### config.mk
export PLATFORM = sky130hd
export DESIGN_NAME = multicycle_control
export DESIGN_NICKNAME = d
export VERILOG_FILES = /design/src/rtl/mips_pkg.sv /design/src/rtl/control_output_decoder.sv /design/src/rtl/multicycle_control.sv
export SDC_FILE = /design/constraint.sdc
export NUM_CORES = 1
export LEC_CHECK = 0
export BUFFER_PORTS_ARGS = -buffer_cell sky130_fd_sc_hd__buf_2
export CORE_UTILIZATION = 37
export DETAILED_ROUTE_END_ITERATION = 7
export PLACE_DENSITY = 0.75
export REMOVE_ABC_BUFFERS = 1
export SYNTH_ARGS = -nofsm -noshare
export SYNTH_HDL_FRONTEND = slang
export SYNTH_SLANG_ARGS = --single-unit
### constraint.sdc
create_clock -name CLK -period 1.6 [get_ports CLK]
set_clock_uncertainty 0.2 [all_clocks]
set_input_delay 0.08 -clock CLK [delete_from_list [all_inputs] [get_ports CLK]]
set_output_delay 0.08 -clock CLK [all_outputs]
set_load 0.005 [all_outputs]
### src/rtl/mips_pkg.sv
// Shared encodings for the multicycle MIPS control path: FSM state
// numbers, supported opcodes, ALU/mux select encodings and the
// control-word struct driven by the output decoder. The ALU-control
// block imports the same package.
package mips_pkg;

  // FSM states (4-bit; 12..15 unused)
  localparam logic [3:0] S_FETCH   = 4'd0;
  localparam logic [3:0] S_DECODE  = 4'd1;
  localparam logic [3:0] S_MEMADDR = 4'd2;
  localparam logic [3:0] S_MEMRD   = 4'd3;
  localparam logic [3:0] S_MEMWB   = 4'd4;
  localparam logic [3:0] S_MEMWR   = 4'd5;
  localparam logic [3:0] S_EXEC    = 4'd6;
  localparam logic [3:0] S_ALUWB   = 4'd7;
  localparam logic [3:0] S_BRANCH  = 4'd8;
  localparam logic [3:0] S_JUMP    = 4'd9;
  localparam logic [3:0] S_ADDIEX  = 4'd10;
  localparam logic [3:0] S_ADDIWB  = 4'd11;

  // Opcodes, IR[31:26]
  localparam logic [5:0] OP_RTYPE = 6'b000000;
  localparam logic [5:0] OP_LW    = 6'b100011;
  localparam logic [5:0] OP_SW    = 6'b101011;
  localparam logic [5:0] OP_BEQ   = 6'b000100;
  localparam logic [5:0] OP_J     = 6'b000010;
  localparam logic [5:0] OP_ADDI  = 6'b001000;

  // aluOp
  localparam logic [1:0] ALUOP_ADD   = 2'b00;
  localparam logic [1:0] ALUOP_SUB   = 2'b01;
  localparam logic [1:0] ALUOP_FUNCT = 2'b10;

  // aluSrcB
  localparam logic [1:0] SRCB_B        = 2'b00;
  localparam logic [1:0] SRCB_FOUR     = 2'b01;
  localparam logic [1:0] SRCB_SEXT     = 2'b10;
  localparam logic [1:0] SRCB_SEXT_SH2 = 2'b11;

  // pcSource
  localparam logic [1:0] PCSRC_ALU    = 2'b00;
  localparam logic [1:0] PCSRC_ALUOUT = 2'b01;
  localparam logic [1:0] PCSRC_JUMP   = 2'b10;

  typedef struct packed {
    logic       pcWrite;
    logic       pcWriteCond;
    logic       irWrite;
    logic       iorD;
    logic       memRead;
    logic       memWrite;
    logic       memToReg;
    logic       regDst;
    logic       regWrite;
    logic       aluSrcA;
    logic [1:0] aluSrcB;
    logic [1:0] aluOp;
    logic [1:0] pcSource;
    logic       illegalOp;
  } ctrl_t;

  function automatic logic is_legal_op(input logic [5:0] op);
    return (op == OP_RTYPE) || (op == OP_LW) || (op == OP_SW) ||
           (op == OP_BEQ) || (op == OP_J) || (op == OP_ADDI);
  endfunction

endpackage

### src/rtl/control_output_decoder.sv
// Combinational state -> control-word map for the multicycle control FSM.
// Ports:
//   state_i   current FSM state
//   opcode_i  IR opcode, used only to flag an illegal opcode in DECODE
//   ctrl_o    control word (pcWrite/pcWriteCond are ungated here)
module control_output_decoder
  import mips_pkg::*;
(
  input  logic [3:0] state_i,
  input  logic [5:0] opcode_i,
  output ctrl_t      ctrl_o
);

  always_comb begin
    ctrl_o = '0;
    case (state_i)
      S_FETCH: begin
        ctrl_o.memRead  = 1'b1;
        ctrl_o.irWrite  = 1'b1;
        ctrl_o.aluSrcB  = SRCB_FOUR;
        ctrl_o.aluOp    = ALUOP_ADD;
        ctrl_o.pcWrite  = 1'b1;
        ctrl_o.pcSource = PCSRC_ALU;
      end
      S_DECODE: begin
        ctrl_o.aluSrcB   = SRCB_SEXT_SH2;
        ctrl_o.aluOp     = ALUOP_ADD;
        ctrl_o.illegalOp = ~is_legal_op(opcode_i);
      end
      S_MEMADDR, S_ADDIEX: begin
        ctrl_o.aluSrcA = 1'b1;
        ctrl_o.aluSrcB = SRCB_SEXT;
        ctrl_o.aluOp   = ALUOP_ADD;
      end
      S_MEMRD: begin
        ctrl_o.memRead = 1'b1;
        ctrl_o.iorD    = 1'b1;
      end
      S_MEMWB: begin
        ctrl_o.regWrite = 1'b1;
        ctrl_o.memToReg = 1'b1;
      end
      S_MEMWR: begin
        ctrl_o.memWrite = 1'b1;
        ctrl_o.iorD     = 1'b1;
      end
      S_EXEC: begin
        ctrl_o.aluSrcA = 1'b1;
        ctrl_o.aluSrcB = SRCB_B;
        ctrl_o.aluOp   = ALUOP_FUNCT;
      end
      S_ALUWB: begin
        ctrl_o.regWrite = 1'b1;
        ctrl_o.regDst   = 1'b1;
      end
      S_BRANCH: begin
        ctrl_o.aluSrcA     = 1'b1;
        ctrl_o.aluOp       = ALUOP_SUB;
        ctrl_o.pcWriteCond = 1'b1;
        ctrl_o.pcSource    = PCSRC_ALUOUT;
      end
      S_JUMP: begin
        ctrl_o.pcWrite  = 1'b1;
        ctrl_o.pcSource = PCSRC_JUMP;
      end
      S_ADDIWB: begin
        ctrl_o.regWrite = 1'b1;
      end
      default: ctrl_o = '0; // unused encodings drive nothing
    endcase
  end

endmodule

### src/rtl/multicycle_control.sv
// Main Moore control FSM of the multicycle MIPS datapath.
// Ports:
//   CLK, RST          clock, synchronous active-high reset
//   opcode, zero      IR opcode and ALU zero flag
//   pcEnable          PC enable = pcWrite | (pcWriteCond & zero)
//   irWrite .. pcSource  datapath register enables, mux selects, strobes
//   illegalOp         one-cycle flag in DECODE for an unsupported opcode
//   state             current state, for debug
// While RST is high every output is forced to 0 so that an aborted
// instruction cannot produce a write in the reset cycle.
module multicycle_control
  import mips_pkg::*;
(
  input  logic       CLK,
  input  logic       RST,
  input  logic [5:0] opcode,
  input  logic       zero,
  output logic       pcEnable,
  output logic       irWrite,
  output logic       iorD,
  output logic       memRead,
  output logic       memWrite,
  output logic       memToReg,
  output logic       regDst,
  output logic       regWrite,
  output logic       aluSrcA,
  output logic [1:0] aluSrcB,
  output logic [1:0] aluOp,
  output logic [1:0] pcSource,
  output logic       illegalOp,
  output logic [3:0] state
);

  logic [3:0] state_q, state_d;
  ctrl_t      ctrl;

  // State register
  always_ff @(posedge CLK) begin
    if (RST) state_q <= S_FETCH;
    else     state_q <= state_d;
  end

  // Next-state logic
  always_comb begin
    state_d = S_FETCH;
    case (state_q)
      S_FETCH:  state_d = S_DECODE;
      S_DECODE: begin
        case (opcode)
          OP_RTYPE:     state_d = S_EXEC;
          OP_LW, OP_SW: state_d = S_MEMADDR;
          OP_BEQ:       state_d = S_BRANCH;
          OP_J:         state_d = S_JUMP;
          OP_ADDI:      state_d = S_ADDIEX;
          default:      state_d = S_FETCH;
        endcase
      end
      // opcode is held stable by the IR, so anything but lw/sw here
      // means a corrupted IR; fall back to FETCH.
      S_MEMADDR: begin
        if      (opcode == OP_LW) state_d = S_MEMRD;
        else if (opcode == OP_SW) state_d = S_MEMWR;
        else                      state_d = S_FETCH;
      end
      S_MEMRD:  state_d = S_MEMWB;
      S_MEMWB:  state_d = S_FETCH;
      S_MEMWR:  state_d = S_FETCH;
      S_EXEC:   state_d = S_ALUWB;
      S_ALUWB:  state_d = S_FETCH;
      S_BRANCH: state_d = S_FETCH;
      S_JUMP:   state_d = S_FETCH;
      S_ADDIEX: state_d = S_ADDIWB;
      S_ADDIWB: state_d = S_FETCH;
      default:  state_d = S_FETCH;
    endcase
  end

  control_output_decoder u_dec (
    .state_i  (state_q),
    .opcode_i (opcode),
    .ctrl_o   (ctrl)
  );

  // Output logic: reset gating and the PC enable merge
  always_comb begin
    pcEnable  = 1'b0;
    irWrite   = 1'b0;
    iorD      = 1'b0;
    memRead   = 1'b0;
    memWrite  = 1'b0;
    memToReg  = 1'b0;
    regDst    = 1'b0;
    regWrite  = 1'b0;
    aluSrcA   = 1'b0;
    aluSrcB   = 2'b00;
    aluOp     = 2'b00;
    pcSource  = 2'b00;
    illegalOp = 1'b0;
    state     = 4'd0;
    if (!RST) begin
      pcEnable  = ctrl.pcWrite | (ctrl.pcWriteCond & zero);
      irWrite   = ctrl.irWrite;
      iorD      = ctrl.iorD;
      memRead   = ctrl.memRead;
      memWrite  = ctrl.memWrite;
      memToReg  = ctrl.memToReg;
      regDst    = ctrl.regDst;
      regWrite  = ctrl.regWrite;
      aluSrcA   = ctrl.aluSrcA;
      aluSrcB   = ctrl.aluSrcB;
      aluOp     = ctrl.aluOp;
      pcSource  = ctrl.pcSource;
      illegalOp = ctrl.illegalOp;
      state     = state_q;
    end
  end

endmodule

==> impl_table.tex, run 1 <==
\begin{tabular}{lr}
\hline
Metric & Value \\
\hline
\multicolumn{2}{l}{\textbf{Yosys}} \\
\quad Synth Warn \# & 0 \\
\quad Number of synthesized flops with an enable pin & 0 \\
\quad Register area share after synthesis & 0.158 \\
\quad Share of synthesized area spent on multiplexers & 0.0223 \\
\quad Synthesized netlist cell count & 79 \\
\quad Main combinational cell family by area after synthesis & simple AND/OR/NAND/NOR gates \\
\quad Simple-gate portion of the synthesized area & 0.545 \\
\quad Post-synth top area share & 0.158 \\
\quad Synth async-reset ratio & 0 \\
\quad Most frequent cell after synthesis & sky130\_fd\_sc\_hd\_\_nor2\_1 \\
\quad Parity-gate share of the synthesized area counting xor and xnor cells & 0.0173 \\
\quad Cells taking the most area after synthesis & sky130\_fd\_sc\_hd\_\_dfxtp\_1 16\%, sky130\_fd\_sc\_hd\_\_nor2\_1 13\%, sky130\_fd\_sc\_hd\_\_nor3\_1 7.9\% \\
\quad Primary FF master, synth & sky130\_fd\_sc\_hd\_\_dfxtp\_1 \\
\quad Leading post-synthesis cells by instance count & 18 x sky130\_fd\_sc\_hd\_\_nor2\_1, 8 x sky130\_fd\_sc\_hd\_\_nor3\_1, 6 x sky130\_fd\_sc\_hd\_\_nor2b\_1, 5 x sky130\_fd\_sc\_hd\_\_nand2b\_1 \\
\quad Post-synthesis share of cell area spent on full adders, half adders and majority gates & 0 \\
\quad Average footprint of a synthesized cell & 6.40 um\^{}2 \\
\quad Number of distinct standard cells referenced by the synthesized netlist & 31 \\
\quad Total of flip-flops plus latches after synthesis & 4 \\
\quad Top cell type by total area after synthesis & sky130\_fd\_sc\_hd\_\_dfxtp\_1 \\
\quad Summed instance area of the synthesized netlist & 505 um\^{}2 \\
\quad Compound-Gate Fraction of Synth Area & 0.203 \\
\multicolumn{2}{l}{\textbf{Cells and area}} \\
\quad Total of fill cells in the finished design & 91 \\
\quad Final cell count without fillers & 132 \\
\quad Final Cell Area & 868 um\^{}2 \\
\quad Number of flip-flops under the largest register name & 4 \\
\quad Largest register by flop count & state\_q \\
\quad Sequential standard cell area & 86.3 um\^{}2 \\
\quad Area growth syn-to-layout & 71.8\% \\
\quad Net count, final & 129 \\
\quad Largest regs & state\_q: 4 flops \\
\quad Multi-input gate area in the final layout & 480 um\^{}2 \\
\quad Layout cells sized above 1 & 0.551 \\
\quad Antenna Cells & 0 \\
\multicolumn{2}{l}{\textbf{Run status}} \\
\quad Run status & finished, violations left \\
\quad Violations in the final reports & setup timing \\
\multicolumn{2}{l}{\textbf{Timing}} \\
\quad Endpoints failing setup & 2 \\
\quad Maximum clock frequency & 527 MHz \\
\quad Final Hold Vio Count & 0 \\
\quad Worst setup slack after layout & -299 ps \\
\quad Final worst-path cycle share & 1.19 \\
\quad Worst max-slew margin expressed relative to the limit & 0.684 \\
\quad Final Max Slew Viols & 0 \\
\quad Unrepaired setup endpoints after global routing & true \\
\quad Final min period & 1900 ps \\
\quad Worst slew pin tran & 469 ps \\
\multicolumn{2}{l}{\textbf{Placed design}} \\
\quad Routability congestion estimate from global placement & 0.824 \\
\quad Number of cells after detailed placement & 124 \\
\quad Input/output buffers & 28 \\
\quad Standard cell area after detailed placement & 703 um\^{}2 \\
\quad HPWL after detailed placement & 1.15 mm \\
\quad Placement-stage worst setup slack & -104 ps \\
\multicolumn{2}{l}{\textbf{Setup path}} \\
\quad Worst reg2reg setup slack & 130 ps \\
\quad Origin of the critical flop-to-flop path & state\_q[0] \\
\quad Slowest Stage Delay on Critical Path & 520 ps \\
\quad Cell Chain, Critical Path & or3\_4, or4\_4, nor2\_2, buf\_2 \\
\quad Startpoint kind of the worst setup timing path & flip-flop \\
\quad CP max-delay cell & sky130\_fd\_sc\_hd\_\_or4\_4 \\
\quad End of the worst register-to-register path & state\_q[1] \\
\quad Critical path start-end classification & flip-flop to primary output \\
\quad Critical path arrival & 1620 ps \\
\quad Peak fanout along the critical path & 2 \\
\quad Worst reg2reg path depth & 5 \\
\quad Critical path data required time & 1320 ps \\
\quad Kind of end point of the critical path & primary output \\
\multicolumn{2}{l}{\textbf{Die}} \\
\quad Die width & 39.0 um \\
\quad Initial cell density of the core & 0.426 \\
\quad Die Footprint & 0.00152 mm\^{}2 \\
\quad Count of standard-cell rows & 12 \\
\quad Count of pins on the block boundary & 29 \\
\quad Height of the chip & 39.0 um \\
\quad Placeable Area & 0.00119 mm\^{}2 \\
\multicolumn{2}{l}{\textbf{Clock tree}} \\
\quad TritonCTS clock tree & yes \\
\quad Root buffer cell & sky130\_fd\_sc\_hd\_\_clkbuf\_4 \\
\quad CTS max path bufs & 2 \\
\quad Cts bufs inserted & 3 \\
\quad Clock tree sinks & 4 \\
\quad Level count of the clock H-tree & 1 \\
\quad Latest clock arrival within the worst-skew pair & 230 ps \\
\quad Clock slew at reported path FFs & 30 ps \\
\multicolumn{2}{l}{\textbf{Global routing}} \\
\quad Number of global-route vias before repair & 626 \\
\quad Aggregate global-route resource usage & 0.236 \\
\quad Pin count of the biggest net entering global routing & 15 \\
\quad GRT Residual Overflow & 0 \\
\quad Global-route wire length before repair & 2.52 mm \\
\quad Initial antenna violation count & 0 \\
\multicolumn{2}{l}{\textbf{Min path}} \\
\quad Worst hold path depth & 4 \\
\quad Worst Hold Class & input port to flip-flop \\
\quad Worst Hold End & state\_q[0] \\
\quad Critical hold path startpoint & opcode[2] \\
\multicolumn{2}{l}{\textbf{Drt}} \\
\quad 1st-pass router iterations & 4 \\
\quad Via-per-instance ratio & 5.48 \\
\quad Violation count after the first detailed-route iteration & 19 \\
\quad Number of remaining DRC errors & 0 \\
\quad Detailed-route via count & 723 \\
\quad Number of antenna-violating nets in the routed design & 0 \\
\quad Routed wire per std cell & 13.0 um \\
\quad Final wirelength & 1.71 mm \\
\multicolumn{2}{l}{\textbf{Power and ir drop}} \\
\quad Standby leakage power & 0.394 nW \\
\quad Power density over the cells & 418 mW/mm\^{}2 \\
\quad IR drop worst, VDD & 0.000282 V \\
\multicolumn{2}{l}{\textbf{Job}} \\
\quad Number of max-capacitance violations reported & 0 \\
\hline
\end{tabular}
[stage by stage]
step | utilization | setup TNS, ps | hold slack [ps] | power, W
after floorplan | - | -119 | -43.2 | 0.000157
after global placement | 0.593 | -81.0 | 188 | 0.000208
after detailed placement | 0.593 | -104 | 192 | 0.000211
after CTS | 0.676 | -352 | 8.62 | 0.000347
after global routing | 0.732 | -497 | 49.0 | 0.000381
final | 0.732 | -301 | 14.4 | 0.000363
[worst max path at each step]
| stage | cells after the start | start | slack (ps) | to |
|---|---|---|---|---|
| final | 4 | state_q[2] | -300 | illegalOp |
| after detailed placement | 4 | state_q[3] | -100 | illegalOp |
| after CTS | 4 | state_q[2] | -340 | illegalOp |
| after global placement | 4 | state_q[3] | -80 | illegalOp |
| after floorplan | 3 | state_q[3] | -120 | illegalOp |
| after global routing | 4 | state_q[2] | -340 | illegalOp |
[final cells by class]
cell class / count / share of cell area
clock buffer: 3 / 0.0259
multi-input combinational: 68 / 0.553
tap: 14 / 0.0202
timing repair buffer: 41 / 0.293
inverter: 2 / 0.00865
sequential: 4 / 0.0994
[worst max-delay path, delay by kind of cell, from the launching register on]
| family | cells | cell delay (ps) |
|---|---|---|
| buffers and inverters | 1 | 110 |
| and+or+nand+nor | 3 | 980 |
| DFF | 1 | 300 |
[power breakdown]
| group | switching [W] | internal [W] |
|---|---|---|
| Clock | 0.0000359 | 0.0000835 |
| Sequential | 0.00000391 | 0.000104 |
| Combinational | 0.0000666 | 0.0000692 |
[routing by layer]
metal / vias to the layer above / GRT usage / wire length (um)
met5: - / 0 / 0
met4: 0 / 0.0517 / 0
met3: 0 / 0 / 109
met2: 35 / 0.521 / 869
met1: 327 / 0.232 / 735
li1: 361 / - / -
[what timing repair did]
action,4_1_cts,5_1_grt
endpoints found under the hold margin,2,0
resized for setup,10,19
setup endpoints to repair,6,11
pin swaps,4,2
cloned,0,0
buffers inserted,2,1
hold buffers,2,0
[logic make-up after synthesis]
kind of cell,after synthesis
AOI/OAI and AO/OA,13
and+or+nand+nor,53
DFF,4
muxes,1
xor gates and xnor gates,1
buffers and inverters,7
[cell usage in the layout (no fill, tap or decap), types with 2 or more instances in the layout]
cell and count:
sky130_fd_sc_hd__clkbuf_4 3, sky130_fd_sc_hd__nand2b_4 2, sky130_fd_sc_hd__nor3_2 2, sky130_fd_sc_hd__nand2_1 4, sky130_fd_sc_hd__dlygate4sd3_1 2, sky130_fd_sc_hd__nor2b_4 2
sky130_fd_sc_hd__o21a_1 2, sky130_fd_sc_hd__dfxtp_2 2, sky130_fd_sc_hd__nor2b_1 2, sky130_fd_sc_hd__nand2b_1 3, sky130_fd_sc_hd__or3_1 2, sky130_fd_sc_hd__nand3_1 2
sky130_fd_sc_hd__buf_6 3, sky130_fd_sc_hd__a31oi_1 2, sky130_fd_sc_hd__nor2_1 14, sky130_fd_sc_hd__inv_1 2, sky130_fd_sc_hd__buf_4 8, sky130_fd_sc_hd__buf_2 28
sky130_fd_sc_hd__nor2b_2 2, sky130_fd_sc_hd__nor2_2 3, sky130_fd_sc_hd__nor3_1 6
No activity file was read; power rests on OpenSTA's default activity.
==> run 2: changes to the inputs <==
--- a/config.mk
+++ b/config.mk
@@ -6,9 +6,10 @@
 export NUM_CORES = 1
 export LEC_CHECK = 0
 export BUFFER_PORTS_ARGS = -buffer_cell sky130_fd_sc_hd__buf_2
-export CORE_UTILIZATION = 37
+export CORE_UTILIZATION = 25
 export DETAILED_ROUTE_END_ITERATION = 7
-export PLACE_DENSITY = 0.75
+export HOLD_SLACK_MARGIN = 0.06
+export PLACE_DENSITY = 0.55
 export REMOVE_ABC_BUFFERS = 1
 export SYNTH_ARGS = -nofsm -noshare
 export SYNTH_HDL_FRONTEND = slang
==> run 2 against run 1 <==
Compared with the run above: the flow still finishes with violations (setup timing); combinational power is 6% lower; setup slack better by 11 ps; first-iteration DRC count is 58% lower; critical path depth did not move; die area up 45%; sequential power about the same; clock-buffer cell count stayed put; wire length down 2.7%; clock power grew 6%; flip-flop and latch count is the same; via count up 1.5%; power fell by 0.29%.
==> impl_table.tex, run 2 (synthesis gave the netlist of run 1 again) <==
\begin{tabular}{lr}
\hline
Metric & Value \\
\hline
\multicolumn{2}{l}{\textbf{Run status}} \\
\quad Run status & finished, violations left \\
\quad Violations in the final reports & setup timing \\
\multicolumn{2}{l}{\textbf{Global routing}} \\
\quad Global-route wire length before repair & 2.47 mm (-1.9\%) \\
\quad Initial antenna violation count & 0 (unchanged) \\
\quad Aggregate global-route resource usage & 0.157 (-0.0789) \\
\quad Pin count of the biggest net entering global routing & 15 (unchanged) \\
\quad Number of global-route vias before repair & 584 (-6.7\%) \\
\quad GRT Residual Overflow & 0 (unchanged) \\
\multicolumn{2}{l}{\textbf{Power and ir drop}} \\
\quad Power share of the sequential group & 0.298 (+0.002) \\
\quad Net Sw Frac & 0.297 (+0.00350) \\
\quad Power density over the cells & 407 mW/mm\^{}2 (-2.7\%) \\
\quad IR drop worst, VDD & 0.000197 V (-30\%) \\
\quad Internal power consumption & 0.000254 W (-0.78\%) \\
\quad Standby leakage power & 0.406 nW (+3.0\%) \\
\quad Switch Pwr & 0.000107 W (+0.90\%) \\
\quad Clk network pwr share & 0.349 (+0.020) \\
\quad Combinational share of power & 0.353 (-0.021) \\
\multicolumn{2}{l}{\textbf{Clock tree}} \\
\quad Root buffer cell & sky130\_fd\_sc\_hd\_\_clkbuf\_4 \\
\quad Clock slew at reported path FFs & 40 ps (about the same) \\
\quad Level count of the clock H-tree & 1 (unchanged) \\
\quad Latest clock arrival within the worst-skew pair & 240 ps (about the same) \\
\quad Clock tree sinks & 4 (unchanged) \\
\quad TritonCTS clock tree & yes \\
\quad CTS max path bufs & 2 (unchanged) \\
\quad Cts bufs inserted & 3 (unchanged) \\
\multicolumn{2}{l}{\textbf{Timing}} \\
\quad Final Max Slew Viols & 0 (unchanged) \\
\quad Final Hold Vio Count & 0 (unchanged) \\
\quad Unrepaired setup endpoints after global routing & true \\
\quad Worst setup slack after layout & -288 ps (+10.7 ps) \\
\quad Maximum clock frequency & 530 MHz (+0.56\%) \\
\quad Aggregate negative setup slack & -296 ps (+5.32 ps) \\
\quad Worst slew pin tran & 385 ps (-84.3 ps) \\
\quad Final min period & 1890 ps (-10.7 ps) \\
\quad Endpoints failing setup & 2 (unchanged) \\
\quad Final worst-path cycle share & 1.18 (-0.00667) \\
\quad Worst max-slew margin expressed relative to the limit & 0.741 (+0.0567) \\
\quad Hold slack & 79.2 ps (+64.8 ps) \\
\multicolumn{2}{l}{\textbf{Cells and area}} \\
\quad Antenna Cells & 0 (unchanged) \\
\quad Most frequent standard cell in the layout excluding fill and tap cells & sky130\_fd\_sc\_hd\_\_buf\_2 \\
\quad Top library cells by usage in the layout, fill and taps aside & 28 x sky130\_fd\_sc\_hd\_\_buf\_2, 15 x sky130\_fd\_sc\_hd\_\_nor2\_1, 9 x sky130\_fd\_sc\_hd\_\_buf\_4 \\
\quad Layout cells sized above 1 & 0.492 (-0.0590) \\
\quad Multi-input gate area in the final layout & 447 um\^{}2 (-7.0\%) \\
\quad Sequential standard cell area & 86.3 um\^{}2 (unchanged) \\
\quad Area growth syn-to-layout & 76.0\% \\
\quad Largest regs & state\_q: 4 flops \\
\quad Largest register by flop count & state\_q \\
\quad Net count, final & 133 (+3.1\%) \\
\quad Number of flip-flops under the largest register name & 4 (unchanged) \\
\quad Utilization of the core after routing & 0.494 (-0.238) \\
\quad Final cell count without fillers & 147 (+11\%) \\
\quad Total of fill cells in the finished design & 194 (+110\%) \\
\multicolumn{2}{l}{\textbf{Setup path}} \\
\quad Peak fanout along the critical path & 2 (unchanged) \\
\quad End of the worst register-to-register path & state\_q[1] \\
\quad Critical path data required time & 1320 ps (about the same) \\
\quad Worst reg2reg setup slack & 180 ps (+50 ps) \\
\quad Kind of end point of the critical path & primary output \\
\quad Startpoint kind of the worst setup timing path & flip-flop \\
\quad Critical path start-end classification & flip-flop to primary output \\
\quad Worst reg2reg path depth & 4 (-1) \\
\quad Critical Path Start & state\_q[2] \\
\quad Origin of the critical flop-to-flop path & state\_q[2] \\
\quad Critical path arrival & 1610 ps (about the same) \\
\multicolumn{2}{l}{\textbf{Min path}} \\
\quad Critical hold path startpoint & RST \\
\quad Worst hold path depth & 3 (-1) \\
\quad Worst Hold Class & input port to flip-flop \\
\quad Worst Hold End & state\_q[1] \\
\multicolumn{2}{l}{\textbf{Die}} \\
\quad Die width & 47.0 um (+21\%) \\
\quad Height of the chip & 47.0 um (+21\%) \\
\quad Die Footprint & 0.00221 mm\^{}2 (+45\%) \\
\quad Count of pins on the block boundary & 29 (unchanged) \\
\quad Initial cell density of the core & 0.281 (-0.146) \\
\quad Count of standard-cell rows & 15 (+3) \\
\quad Placeable Area & 0.00180 mm\^{}2 (+52\%) \\
\multicolumn{2}{l}{\textbf{Drt}} \\
\quad Violation count after the first detailed-route iteration & 8 (-11) \\
\quad Number of antenna-violating nets in the routed design & 0 (unchanged) \\
\quad Routed wire per std cell & 11.3 um (-13\%) \\
\quad 1st-pass router iterations & 4 (unchanged) \\
\quad Final wirelength & 1.67 mm (-2.7\%) \\
\quad Number of remaining DRC errors & 0 (unchanged) \\
\quad Via-per-instance ratio & 4.99 (-8.8\%) \\
\quad Detailed-route via count & 734 (+1.5\%) \\
\multicolumn{2}{l}{\textbf{Placed design}} \\
\quad Input/output buffers & 28 (unchanged) \\
\quad HPWL after detailed placement & 1.21 mm (+5.2\%) \\
\quad Placement-stage worst setup slack & -78.8 ps (+25.3 ps) \\
\quad Number of cells after detailed placement & 136 (+9.7\%) \\
\quad Routability congestion estimate from global placement & 0.815 (-1.1\%) \\
\multicolumn{2}{l}{\textbf{Job}} \\
\quad Number of max-capacitance violations reported & 0 (unchanged) \\
\hline
\end{tabular}
==> run 2: changes by cell type in the layout (fill, tap and decap cells not counted), sizes merged <==
cell,before,now
dlygate4sd3,2,5
buf,39,40
==> run 2: repair_timing <==
action                                  CTS  global route
buffers inserted                          3             0
hold buffers                              5             0
endpoints found under the setup margin    6            10
resized for setup                        10            11
pin swaps                                 3             2
hold endpoints to repair                  3             0
==> run 2: area by class of cell <==
class                   count  area share
clock buffers               3      0.0253
inverters                   2     0.00844
well taps                  25      0.0352
repair buffers             45       0.332
multi-input cells          68       0.502
flip-flops and latches      4      0.0970
==> run 2: power by group through the flow <==
| stage | logic [W] | registers [W] | clock network (W) |
|---|---|---|---|
| after floorplan | 0.0000469 | 0.000110 | 0 |
| after global placement | 0.000104 | 0.000107 | 0 |
| after detailed placement | 0.000105 | 0.000107 | 0 |
| after CTS | 0.000122 | 0.000107 | 0.000131 |
| after global routing | 0.000138 | 0.000108 | 0.000139 |
| final | 0.000128 | 0.000108 | 0.000126 |
==> run 2: worst max-delay path, stage by stage (launching register included) <==
cell,delay (ps)
sky130_fd_sc_hd__dfxtp_1,310
sky130_fd_sc_hd__or3_4,370
sky130_fd_sc_hd__or4_1,500
sky130_fd_sc_hd__nor2_1,90
sky130_fd_sc_hd__buf_2,110
==> run 2: metal layers <==
metal  vias to the layer above  wire length, um  share of wire  GRT usage
li1                        367                -              -          -
met1                       345              752           0.45      0.188
met2                        22              836           0.50      0.278
met3                         0               79          0.047     0.0346
met4                         0                0              0     0.0514
met5                         -                0              0          0
==> run 2: worst max-delay path by stage <==
stage	end	slack, ps	cells after the start
2_1_floorplan	illegalOp	-120	3
3_3_place_gp	illegalOp	-60	4
3_5_place_dp	illegalOp	-80	4
4_1_cts	illegalOp	-320	4
5_1_grt	illegalOp	-350	4
6_report	illegalOp	-290	4
==> run 2: per-stage QoR <==
stage          cell area, um^2  power (W)
2_1_floorplan              485   0.000157
6_report                   890   0.000362
4_1_cts                    860   0.000360
3_5_place_dp               724   0.000212
5_1_grt                    890   0.000386
3_3_place_gp               724   0.000211
==> run 3: changes to the inputs <==
--- a/config.mk
+++ b/config.mk
@@ -5,7 +5,7 @@
 export SDC_FILE = /design/constraint.sdc
 export NUM_CORES = 1
 export LEC_CHECK = 0
-export BUFFER_PORTS_ARGS = -buffer_cell sky130_fd_sc_hd__buf_2
+export BUFFER_PORTS_ARGS = -buffer_cell sky130_fd_sc_hd__clkbuf_2
 export CORE_UTILIZATION = 25
 export DETAILED_ROUTE_END_ITERATION = 7
 export HOLD_SLACK_MARGIN = 0.06
==> run 3 against run 2 <==
Compared with the run above: the run still ends with setup timing left; global-route usage rose by 0.80 points; setup slack got worse by 27 ps; via count rose by 2.3%; cell area rose by 6.5%; utilization rose by 3.2 points; die area did not move; highest routed layer is now met4; power rose by 4.5%; clock power barely moved; final cell count rose by 2.0%; non-clock buffer count rose by 3; wire length rose by 14%.
==> impl_table.tex, run 3 (synthesis gave the netlist of run 1 again) <==
\begin{tabular}{lr}
\hline
Metric & Value \\
\hline
\multicolumn{2}{l}{\textbf{Timing}} \\
\quad Final worst-path cycle share & 1.20 (+0.0167) \\
\quad Worst setup slack after layout & -315 ps (-26.8 ps) \\
\quad Endpoints failing setup & 4 (+2) \\
\quad Final Max Slew Viols & 0 (unchanged) \\
\quad Worst max-slew margin expressed relative to the limit & 0.741 (unchanged) \\
\quad Maximum clock frequency & 522 MHz (-1.4\%) \\
\quad Unrepaired setup endpoints after global routing & true \\
\quad Worst slew pin tran & 386 ps (+1.22 ps) \\
\quad Final Hold Vio Count & 0 (unchanged) \\
\quad Final min period & 1910 ps (+26.8 ps) \\
\multicolumn{2}{l}{\textbf{Drt}} \\
\quad Number of antenna-violating nets in the routed design & 0 (unchanged) \\
\quad Number of remaining DRC errors & 0 (unchanged) \\
\quad Detailed-route via count & 751 (+2.3\%) \\
\quad Via-per-instance ratio & 5.01 (+0.27\%) \\
\quad Final wirelength & 1.90 mm (+14\%) \\
\quad 1st-pass router iterations & 4 (unchanged) \\
\quad Routed wire per std cell & 12.7 um (+12\%) \\
\quad Violation count after the first detailed-route iteration & 14 (+6) \\
\multicolumn{2}{l}{\textbf{Die}} \\
\quad Die Footprint & 0.00221 mm\^{}2 (unchanged) \\
\quad Count of standard-cell rows & 15 (unchanged) \\
\quad Count of pins on the block boundary & 29 (unchanged) \\
\quad Initial cell density of the core & 0.281 (unchanged) \\
\quad Die width & 47.0 um (unchanged) \\
\quad Placeable Area & 0.00180 mm\^{}2 (unchanged) \\
\quad Height of the chip & 47.0 um (unchanged) \\
\multicolumn{2}{l}{\textbf{Setup path}} \\
\quad Worst setup path end & illegalOp \\
\quad Stages on the worst setup path & 4 (unchanged) \\
\quad Startpoint kind of the worst setup timing path & flip-flop \\
\quad Worst reg2reg setup slack & 40 ps (-140 ps) \\
\quad Critical path arrival & 1630 ps (+20 ps) \\
\quad CP max-delay cell & sky130\_fd\_sc\_hd\_\_or4\_1 \\
\quad Critical path start-end classification & flip-flop to primary output \\
\quad Kind of end point of the critical path & primary output \\
\quad Cell Chain, Critical Path & or3\_4, or4\_1, nor2\_1, buf\_2 \\
\quad Origin of the critical flop-to-flop path & state\_q[2] \\
\quad Slowest Stage Delay on Critical Path & 510 ps (about the same) \\
\quad Buffers plus inverters on the worst setup path & 1 (unchanged) \\
\quad End of the worst register-to-register path & state\_q[0] \\
\quad Peak fanout along the critical path & 2 (unchanged) \\
\quad Critical Path Start & state\_q[2] \\
\quad Critical path data required time & 1320 ps (about the same) \\
\quad Worst reg2reg path depth & 5 (+1) \\
\quad Family with the most delay on the worst path & simple AND/OR/NAND/NOR gates \\
\multicolumn{2}{l}{\textbf{Cells and area}} \\
\quad Antenna Cells & 0 (unchanged) \\
\quad Largest regs & state\_q: 4 flops \\
\quad Layout cells sized above 1 & 0.560 (+0.0682) \\
\quad Largest register by flop count & state\_q \\
\quad Area growth syn-to-layout & 87.4\% \\
\quad Utilization of the core after routing & 0.526 (+0.0319) \\
\quad Net count, final & 136 (+2.3\%) \\
\quad Most frequent standard cell in the layout excluding fill and tap cells & sky130\_fd\_sc\_hd\_\_clkbuf\_2 \\
\quad Top library cells by usage in the layout, fill and taps aside & 23 x sky130\_fd\_sc\_hd\_\_clkbuf\_2, 14 x sky130\_fd\_sc\_hd\_\_nor2\_1, 12 x sky130\_fd\_sc\_hd\_\_buf\_4 \\
\quad Final cell count without fillers & 150 (+2.0\%) \\
\quad Number of flip-flops under the largest register name & 4 (unchanged) \\
\multicolumn{2}{l}{\textbf{Global routing}} \\
\quad Aggregate global-route resource usage & 0.165 (+0.00800) \\
\quad Global-route wire length before repair & 2.55 mm (+3.4\%) \\
\quad Pin count of the biggest net entering global routing & 15 (unchanged) \\
\quad Initial antenna violation count & 0 (unchanged) \\
\quad GRT Residual Overflow & 0 (unchanged) \\
\quad Number of global-route vias before repair & 631 (+8.0\%) \\
\multicolumn{2}{l}{\textbf{Run status}} \\
\quad Violations in the final reports & setup timing \\
\quad Run status & finished, violations left \\
\multicolumn{2}{l}{\textbf{Clock tree}} \\
\quad Cts bufs inserted & 3 (unchanged) \\
\quad CTS max path bufs & 2 (unchanged) \\
\quad Root buffer cell & sky130\_fd\_sc\_hd\_\_clkbuf\_4 \\
\quad Latest clock arrival within the worst-skew pair & 240 ps (about the same) \\
\quad Clock tree sinks & 4 (unchanged) \\
\quad TritonCTS clock tree & yes \\
\quad Level count of the clock H-tree & 1 (unchanged) \\
\quad Clock slew at reported path FFs & 40 ps (about the same) \\
\multicolumn{2}{l}{\textbf{Power and ir drop}} \\
\quad Net Sw Frac & 0.308 (+0.0106) \\
\quad Internal power consumption & 0.000262 W (+2.9\%) \\
\quad IR drop worst, VDD & 0.000170 V (-13\%) \\
\quad Combinational share of power & 0.380 (+0.027) \\
\quad Power density over the cells & 399 mW/mm\^{}2 (-1.9\%) \\
\quad Standby leakage power & 0.424 nW (+4.5\%) \\
\quad Power share of the sequential group & 0.281 (-0.017) \\
\quad Clk network pwr share & 0.339 (-0.010) \\
\quad Switch Pwr & 0.000116 W (+8.2\%) \\
\multicolumn{2}{l}{\textbf{Placed design}} \\
\quad Routability congestion estimate from global placement & 0.813 (-0.31\%) \\
\quad Number of cells after detailed placement & 136 (unchanged) \\
\quad HPWL after detailed placement & 1.23 mm (+1.7\%) \\
\quad Input/output buffers & 28 (unchanged) \\
\multicolumn{2}{l}{\textbf{Min path}} \\
\quad Worst Hold Class & input port to flip-flop \\
\quad Critical hold path startpoint & RST \\
\multicolumn{2}{l}{\textbf{Job}} \\
\quad Number of max-capacitance violations reported & 0 (unchanged) \\
\hline
\end{tabular}
-- run 3: changes by cell type in the layout (fill, tap and decap cells not counted), sizes merged --
cell         before  now
clkbuf            3   26
buf              40   21
dlygate4sd3       5    4
-- run 3: power groups by stage --
stage / sequential, W / clock (W) / combinational [W]
CTS: 0.000108 / 0.000131 / 0.000123
detailed placement: 0.000107 / 0 / 0.000105
finish: 0.000106 / 0.000128 / 0.000143
global placement: 0.000107 / 0 / 0.000104
global route: 0.000106 / 0.000138 / 0.000153
floorplan: 0.000110 / 0 / 0.0000469
-- run 3: area by class of cell --
type	instances	area, um^2
fill	191	855
multi-input combinational	68	477
timing repair buffer	48	319
sequential	4	90.1
tap	25	31.3
clock buffer	3	22.5
inverter	2	7.51
-- run 3: through the flow --
step / TNS, ps / setup WS (ps) / total power (W) / cell area (um^2) / hold slack (ps)
3_5_place_dp: -81.8 / -81.8 / 0.000212 / 724 / 204
6_report: -449 / -315 / 0.000378 / 947 / 79.9
4_1_cts: -352 / -324 / 0.000362 / 863 / 67.3
5_1_grt: -788 / -342 / 0.000398 / 947 / 107
2_1_floorplan: -119 / -119 / 0.000157 / 485 / -43.2
3_3_place_gp: -64.3 / -64.3 / 0.000211 / 724 / 199
-- run 3: how the worst min path moves through the flow --
| stage | slack, ps | cells past startpoint | to |
|---|---|---|---|
| global placement | 200 | 3 | state_q[0] |
| detailed placement | 200 | 3 | state_q[0] |
| floorplan | -40 | 1 | state_q[1] |
| finish | 80 | 3 | state_q[1] |
| CTS | 70 | 3 | state_q[1] |
| global route | 110 | 3 | state_q[3] |
-- run 3: per-layer routing --
layer	global-route usage	routed length (um)	up-vias
met1	0.186	861	354
met4	0.0743	18	0
met2	0.297	937	18
li1	-	-	376
met5	0	0	-
met3	0.0346	86	3
-- run 3: worst register-to-register path, stage by stage (launching register included) --
cell                      delay (ps)
sky130_fd_sc_hd__dfxtp_2         310
sky130_fd_sc_hd__or3_4           360
sky130_fd_sc_hd__buf_4           140
sky130_fd_sc_hd__buf_6           110
sky130_fd_sc_hd__buf_4           130
sky130_fd_sc_hd__o31ai_1         220
-- run 3: what timing repair did --
| action | CTS | global route |
|---|---|---|
| gates resized for setup | 14 | 22 |
| hold endpoints to repair | 2 | 0 |
| buffers inserted | 3 | 4 |
| endpoints found under the setup margin | 7 | 13 |
| hold buffers | 4 | 0 |
| pin swaps | 3 | 5 |
